## src/rtl/lcd_pkg.sv

```systemverilog
// Shared types and default timing constants for the LCD panel power sequencer.
package lcd_pkg;

  localparam int T_RST_CYC_DEF   = 192000;
  localparam int T_WAKE_CYC_DEF  = 384000;
  localparam int N_FRAMES_DEF    = 2;
  localparam int T_OFF_CYC_DEF   = 192000;
  localparam int TIMEOUT_CYC_DEF = 1920000;

  typedef enum logic [2:0] {
    S_OFF    = 3'd0,
    S_RST    = 3'd1,
    S_WAKE   = 3'd2,
    S_FRAMES = 3'd3,
    S_ON     = 3'd4,
    S_BL_OFF = 3'd5,
    S_STOP   = 3'd6
  } lcd_state_e;

  typedef struct packed {
    logic lcd_reset;
    logic tg_resetn;
    logic den_gate;
    logic backlight_en;
    logic panel_on;
  } lcd_out_t;

  function automatic int max_int(input int a, input int b);
    return (a > b) ? a : b;
  endfunction

  // Panel-side pin levels for each sequencer state.
  function automatic lcd_out_t lcd_decode(input lcd_state_e s);
    lcd_out_t o;
    o = '{lcd_reset: 1'b1, default: 1'b0};
    case (s)
      S_RST:            o.lcd_reset = 1'b0;
      S_FRAMES, S_STOP: o.tg_resetn = 1'b1;
      S_ON: begin
        o.tg_resetn    = 1'b1;
        o.den_gate     = 1'b1;
        o.backlight_en = 1'b1;
        o.panel_on     = 1'b1;
      end
      S_BL_OFF: begin
        o.tg_resetn = 1'b1;
        o.den_gate  = 1'b1;
      end
      default: ;
    endcase
    return o;
  endfunction

endpackage

```

## src/rtl/lcd_seq_timer.sv

```systemverilog
// Loadable saturating down-counter; done is high while the count is zero.
module lcd_seq_timer #(
  parameter int W = 8
) (
  input  logic         clk,
  input  logic         reset,
  input  logic         load,
  input  logic [W-1:0] load_val,
  input  logic         dec,
  output logic         done
);

  logic [W-1:0] cnt;

  // NOTE: sequential state is written with <= so every flop samples pre-edge values.
  always_ff @(posedge clk) begin
    if (reset) begin
      cnt <= '0;
    end else if (load) begin
      cnt <= load_val;
    end else if (dec && (cnt != '0)) begin
      cnt <= cnt - 1'b1;
    end
  end

  assign done = (cnt == '0);

endmodule

```

## src/rtl/lcd_power_seq.sv

```systemverilog
// LCD panel power-up/power-down sequencer with registered, state-decoded outputs.
// Define LCD_VSYNC_TIMEOUT_EN to add the vsync watchdog that drives fault.
module lcd_power_seq
  import lcd_pkg::*;
#(
  parameter int T_RST_CYC   = T_RST_CYC_DEF,
  parameter int T_WAKE_CYC  = T_WAKE_CYC_DEF,
  parameter int N_FRAMES    = N_FRAMES_DEF,
  parameter int T_OFF_CYC   = T_OFF_CYC_DEF,
  parameter int TIMEOUT_CYC = TIMEOUT_CYC_DEF
) (
  input  logic clk,
  input  logic reset,
  input  logic enable,
  input  logic lcd_vsync,
  output logic lcd_reset,
  output logic tg_resetn,
  output logic den_gate,
  output logic backlight_en,
  output logic panel_on,
  output logic fault
);

  localparam int MAX_CYC = max_int(max_int(T_RST_CYC, T_WAKE_CYC),
                                   max_int(max_int(T_OFF_CYC, N_FRAMES), TIMEOUT_CYC));
  localparam int CNT_W   = $clog2(MAX_CYC) + 1;

  lcd_state_e       state;
  lcd_state_e       next_state;
  lcd_out_t         outs;
  logic             vsync_q;
  logic             vsync_edge;
  logic             wd_trip;
  logic             tmr_load;
  logic             tmr_dec;
  logic             tmr_done;
  logic [CNT_W-1:0] tmr_val;

  assign vsync_edge = lcd_vsync & ~vsync_q;

`ifdef LCD_VSYNC_TIMEOUT_EN
  logic wd_active;
  logic wd_done;
  logic fault_q;

  assign wd_active = state inside {S_FRAMES, S_ON, S_STOP};

  // Held at full count outside the watched states, restarted on every vsync edge.
  lcd_seq_timer #(.W(CNT_W)) u_wd_timer (
    .clk      (clk),
    .reset    (reset),
    .load     (vsync_edge | ~wd_active),
    .load_val (CNT_W'(TIMEOUT_CYC - 1)),
    .dec      (1'b1),
    .done     (wd_done)
  );

  assign wd_trip = wd_active & wd_done & ~vsync_edge;

  always_ff @(posedge clk) begin
    if (reset) begin
      fault_q <= 1'b0;
    end else if (wd_trip) begin
      fault_q <= 1'b1;
    end
  end

  assign fault = fault_q;
`else
  assign wd_trip = 1'b0;
  assign fault   = 1'b0;
`endif

  // NOTE: next_state takes a default before the case so no latch is inferred.
  always_comb begin
    next_state = state;
    case (state)
      S_OFF:    if (enable) next_state = S_RST;
      S_RST:    if (!enable) next_state = S_OFF;
                else if (tmr_done) next_state = S_WAKE;
      S_WAKE:   if (!enable) next_state = S_OFF;
                else if (tmr_done) next_state = S_FRAMES;
      S_FRAMES: if (!enable) next_state = S_OFF;
                else if (vsync_edge && tmr_done) next_state = S_ON;
      S_ON:     if (!enable) next_state = S_BL_OFF;
      S_BL_OFF: if (tmr_done) next_state = S_STOP;
      S_STOP:   if (vsync_edge) next_state = S_OFF;
      default:  next_state = S_OFF;
    endcase
    if (wd_trip) next_state = S_OFF;
  end

  // Timed states load length-1 so they last exactly their cycle count; FRAMES counts edges.
  always_comb begin
    tmr_val = '0;
    case (next_state)
      S_RST:    tmr_val = CNT_W'(T_RST_CYC - 1);
      S_WAKE:   tmr_val = CNT_W'(T_WAKE_CYC - 1);
      S_FRAMES: tmr_val = CNT_W'(N_FRAMES);
      S_BL_OFF: tmr_val = CNT_W'(T_OFF_CYC - 1);
      default:  tmr_val = '0;
    endcase
  end

  assign tmr_load = (next_state != state);
  assign tmr_dec  = (state == S_FRAMES) ? vsync_edge : 1'b1;

  lcd_seq_timer #(.W(CNT_W)) u_seq_timer (
    .clk      (clk),
    .reset    (reset),
    .load     (tmr_load),
    .load_val (tmr_val),
    .dec      (tmr_dec),
    .done     (tmr_done)
  );

  // Outputs are flopped from next_state so they always match the state register.
  always_ff @(posedge clk) begin
    if (reset) begin
      state   <= S_OFF;
      vsync_q <= 1'b0;
      outs    <= lcd_decode(S_OFF);
    end else begin
      state   <= next_state;
      vsync_q <= lcd_vsync;
      outs    <= lcd_decode(next_state);
    end
  end

  assign lcd_reset    = outs.lcd_reset;
  assign tg_resetn    = outs.tg_resetn;
  assign den_gate     = outs.den_gate;
  assign backlight_en = outs.backlight_en;
  assign panel_on     = outs.panel_on;

endmodule

```

## config.mk

```make
export PLATFORM = sky130hd
export DESIGN_NAME = lcd_power_seq
export DESIGN_NICKNAME = d
export VERILOG_FILES = /design/src/rtl/lcd_pkg.sv /design/src/rtl/lcd_seq_timer.sv /design/src/rtl/lcd_power_seq.sv
export SDC_FILE = /design/constraint.sdc
export NUM_CORES = 1
export LEC_CHECK = 0
export ABC_AREA = 1
export BUFFER_PORTS_ARGS = -buffer_cell sky130_fd_sc_hd__buf_2
export CAP_MARGIN = 30
export CELL_PAD_IN_SITES_DETAIL_PLACEMENT = 0
export CELL_PAD_IN_SITES_GLOBAL_PLACEMENT = 2
export CORE_UTILIZATION = 37
export DETAILED_ROUTE_END_ITERATION = 8
export PLACE_DENSITY = 0.84
export SLEW_MARGIN = 10
export SYNTH_ARGS = -nofsm -noshare
export SYNTH_HDL_FRONTEND = slang
export SYNTH_SLANG_ARGS = --single-unit
export TNS_END_PERCENT = 5
```

## constraint.sdc

```tcl
create_clock -name clk -period 6.3 [get_ports clk]
set_input_delay 1.575 -clock clk [delete_from_list [all_inputs] [get_ports clk]]
set_output_delay 1.575 -clock clk [all_outputs]
set_load 0.01 [all_outputs]
```

==> flow_summary.yaml <==
setup_path:
  cp.arrival_ns: 3.35
  reg2reg_slack_ns: 3.68
  setup.worst_path.class: "input port to register"
  reg2reg_to: "u_seq_timer.cnt[17]$_SDFFE_PP0P_"
  cp_max_fo: 23
  r2r_start: "u_seq_timer.cnt[0]$_SDFFE_PP0P_"
  crit_start: "lcd_vsync"
  reg2reg_depth: 12
  start_kind: "input port"
  crit_path_end_kind: "register"
  cp.required_ns: 6.52
  critPathCapture: "u_seq_timer.cnt[17]$_SDFFE_PP0P_"
sta:
  finalWorstPathRequiredPeriod_ns: 3.128
  hold_viol_final: 0
  setup_viol_count_final: 0
  clock_skew_ns: 0.008768
  max_slew_margin: 0.5863
  finalMaxSlewViolations: 0
  rsz0062_at_grt: "false"
  worst_slew_pin_slew_ns: 0.6148
  max_freq_ghz: 0.3197
  fin_crit_sh: 0.4965
  tns_ns: 0
placed_design:
  dp.cells: 352
  place.gp.congestion: 0.7850
  port_buffers: 8
  hpwl_um: 3352
clock_network:
  clkSinkCount: 30
  clk-insertion-delay-late_ns: 0.28
  clock_tree.root_cell: "clkbuf_8"
  clkTransAtPathRegs_ns: 0.07
  htreeDepth: 2
  postCtsSetupRepairBufs: 0
  clockBufferDepth: 2
  cts_tree: "yes"
  holdBufCountCts: 0
  cts_made_buffers: 5
  cts_resized: 0
logic_synthesis:
  syn-num-nets: 288
  yosysTopAreaCell: "dfxtp_1"
  yosys_warnings: 0
  syn_area_mm2: 0.001964
  ys_seq_area_frac: 0.3057
  synth_top_cell_area_share: 0.3057
  synth.distinct_cells: 35
  synth.avg_cell_area_um2: 6.941
  ys_seq_elements: 30
  yosys-top-cells-area: "dfxtp_1 31%, nor2_1 13%, nand2_1 6.9%"
  synthCells: 283
global_routing:
  track_usage: 0.1887
  antenna_found_initial: 0
  grt.overflow.total: 0
  grt_pass1_vias: 1649
  grt_max_degree: 24
  grt_pass1_wl_um: 7748
drt:
  drtIter0Drc: 54
  drc: 0
  final_antenna_net_count: 0
  route.vias.total: 1736
  via_per_inst: 4.822
  first_pass_iters: 4
  wl_um: 4509
  wire_per_inst_um: 12.53
power_and_ir_drop:
  ir_worst_vdd_mv: 0.1224
  powerDensity_mw_per_mm2: 355.7
  p_leak_nw: 0.9971
flow_run:
  cap_viol_max_count: 0
layout:
  fillers: 583
  final_layout_size_suffix_gt1_frac: 0.1517
  fin_nets: 294
  areaGrowthSynthToFinish_pct: 8.153
  antenna_cells: 0
  instances_no_fill: 360
floorplan:
  io_pins: 10
  die_h_um: 74.87
  floorplan.die_area_mm2: 0.005605
  row_count: 26
  initial_core_util: 0.3846
  core_area_mm2: 0.005107
  chipWidth_um: 74.87
min_path:
  worstHoldPathType: "register to register"
outcome:
  outcome: "complete, no violations"
-- cells by family after synthesis --
group,Yosys count,synth area share
AOI/OAI and AO/OA,36,0.1096
xor gates and xnor gates,18,0.08025
adders and majority gates,1,0.006368
buffers and inverters,39,0.08725
DFF,30,0.3057
other,1,0.001909
and+or+nand+nor,158,0.4089
-- worst min path at each step --
stage | start | to | depth (start not counted)
5_1_grt | u_seq_timer.cnt[21]$_SDFFE_PP0P_ | u_seq_timer.cnt[21]$_SDFFE_PP0P_ | 2
6_report | u_seq_timer.cnt[21]$_SDFFE_PP0P_ | u_seq_timer.cnt[21]$_SDFFE_PP0P_ | 2
4_1_cts | u_seq_timer.cnt[21]$_SDFFE_PP0P_ | u_seq_timer.cnt[21]$_SDFFE_PP0P_ | 2
3_5_place_dp | u_seq_timer.cnt[21]$_SDFFE_PP0P_ | u_seq_timer.cnt[21]$_SDFFE_PP0P_ | 2
3_3_place_gp | u_seq_timer.cnt[21]$_SDFFE_PP0P_ | u_seq_timer.cnt[21]$_SDFFE_PP0P_ | 2
2_1_floorplan | u_seq_timer.cnt[21]$_SDFFE_PP0P_ | u_seq_timer.cnt[21]$_SDFFE_PP0P_ | 2
-- worst max-delay path: stages --
cell and delay [ns]:
buf_2 0.07, inv_1 0.04, nor2_1 0.13, nand4_1 0.13, nand2_2 0.19, nand3_4 0.13, nand2_4 0.12, nand4_2 0.46
nand2_1 0.33, nor2_1 0.06, nor2_1 0.09
-- final cells by class --
| cell class | count | area [um2] | share of cell area |
|---|---|---|---|
| well taps | 70 | 87.58 | 0.04122 |
| inverters | 30 | 112.6 | 0.05300 |
| flip-flops and latches | 30 | 600.6 | 0.2827 |
| repair buffers | 8 | 40.04 | 0.01885 |
| clock inverters | 1 | 5.005 | 0.002356 |
| multi-input cells | 214 | 1192 | 0.5612 |
| clock buffers | 7 | 86.33 | 0.04064 |
-- cells in the final DEF (no fill, tap or decap), drive strengths merged, types with 3 or more instances in the layout --
master	synthesis	layout
nor2	75	75
nand2	41	41
dfxtp	30	30
inv	30	30
o21ai	20	20
nand4	15	15
nand3	14	14
a21oi	14	14
xor2	10	10
xnor2	8	8
buf	7	8
clkbuf	2	7
nor3	6	6
or2	4	4
nor4	3	3
-- per-stage QoR --
step,total power [mW],util,hold slack [ns],setup WS (ns),area [um2]
final,0.7557,0.4160,0.5137,3.172,2125
after global routing,0.8227,0.4160,0.5584,2.895,2125
after CTS,0.7656,0.4160,0.5210,3.118,2125
after detailed placement,0.5988,0.3981,0.5053,2.826,2033
after global placement,0.6010,0.3981,0.5015,2.882,2033
after floorplan,0.5395,-,0.4665,3.435,1964
-- state kept, by name (all words and copies together), names as in the netlist --
| register | count |
|---|---|
| state | 3 |
| lcd_reset | 1 |
| vsync_q | 1 |
| den_gate | 1 |
| backlight_en | 1 |
| tg_resetn | 1 |
| u_seq_timer.cnt | 22 |
-- routing by layer --
metal	share of wire	track usage	vias to the layer above
li1	-	-	929
met1	0.48	0.2318	779
met3	0.022	0.03882	10
met4	0.021	0.08176	0
met5	0	0	-
met2	0.48	0.3193	18
-- synth_stat cells --
| library cell | n |
|---|---|
| nand2_4 | 2 |
| nor4_1 | 3 |
| a21oi_1 | 6 |
| xor2_1 | 10 |
| o21ai_0 | 14 |
| buf_6 | 2 |
| nor2_8 | 1 |
| dfxtp_1 | 30 |
| conb_1 | 1 |
| or2_1 | 1 |
| nand2_2 | 3 |
| inv_1 | 29 |
| inv_2 | 1 |
| o31ai_1 | 1 |
| xnor2_1 | 8 |
| nand4_4 | 2 |
| o21ai_1 | 6 |
| nor2_2 | 2 |
| nand3_2 | 2 |
| nand4_2 | 1 |
| nand4_1 | 12 |
| ha_1 | 1 |
| nand2_1 | 36 |
| nand3_1 | 10 |
| clkbuf_1 | 2 |
| nor3_1 | 6 |
| or2_2 | 3 |
| buf_4 | 2 |
| buf_1 | 1 |
| a22oi_1 | 1 |
| nor2_4 | 2 |
| nor2_1 | 70 |
| nand3_4 | 2 |
| a21oi_2 | 8 |
| buf_2 | 2 |
-- report_power, final --
part           leakage (nW)  internal [mW]  switching (mW)
sequential            0.246          0.222          0.0452
clock                0.0482         0.0881          0.0753
combinational         0.703          0.128           0.197
(Power assumes the default switching activity.)
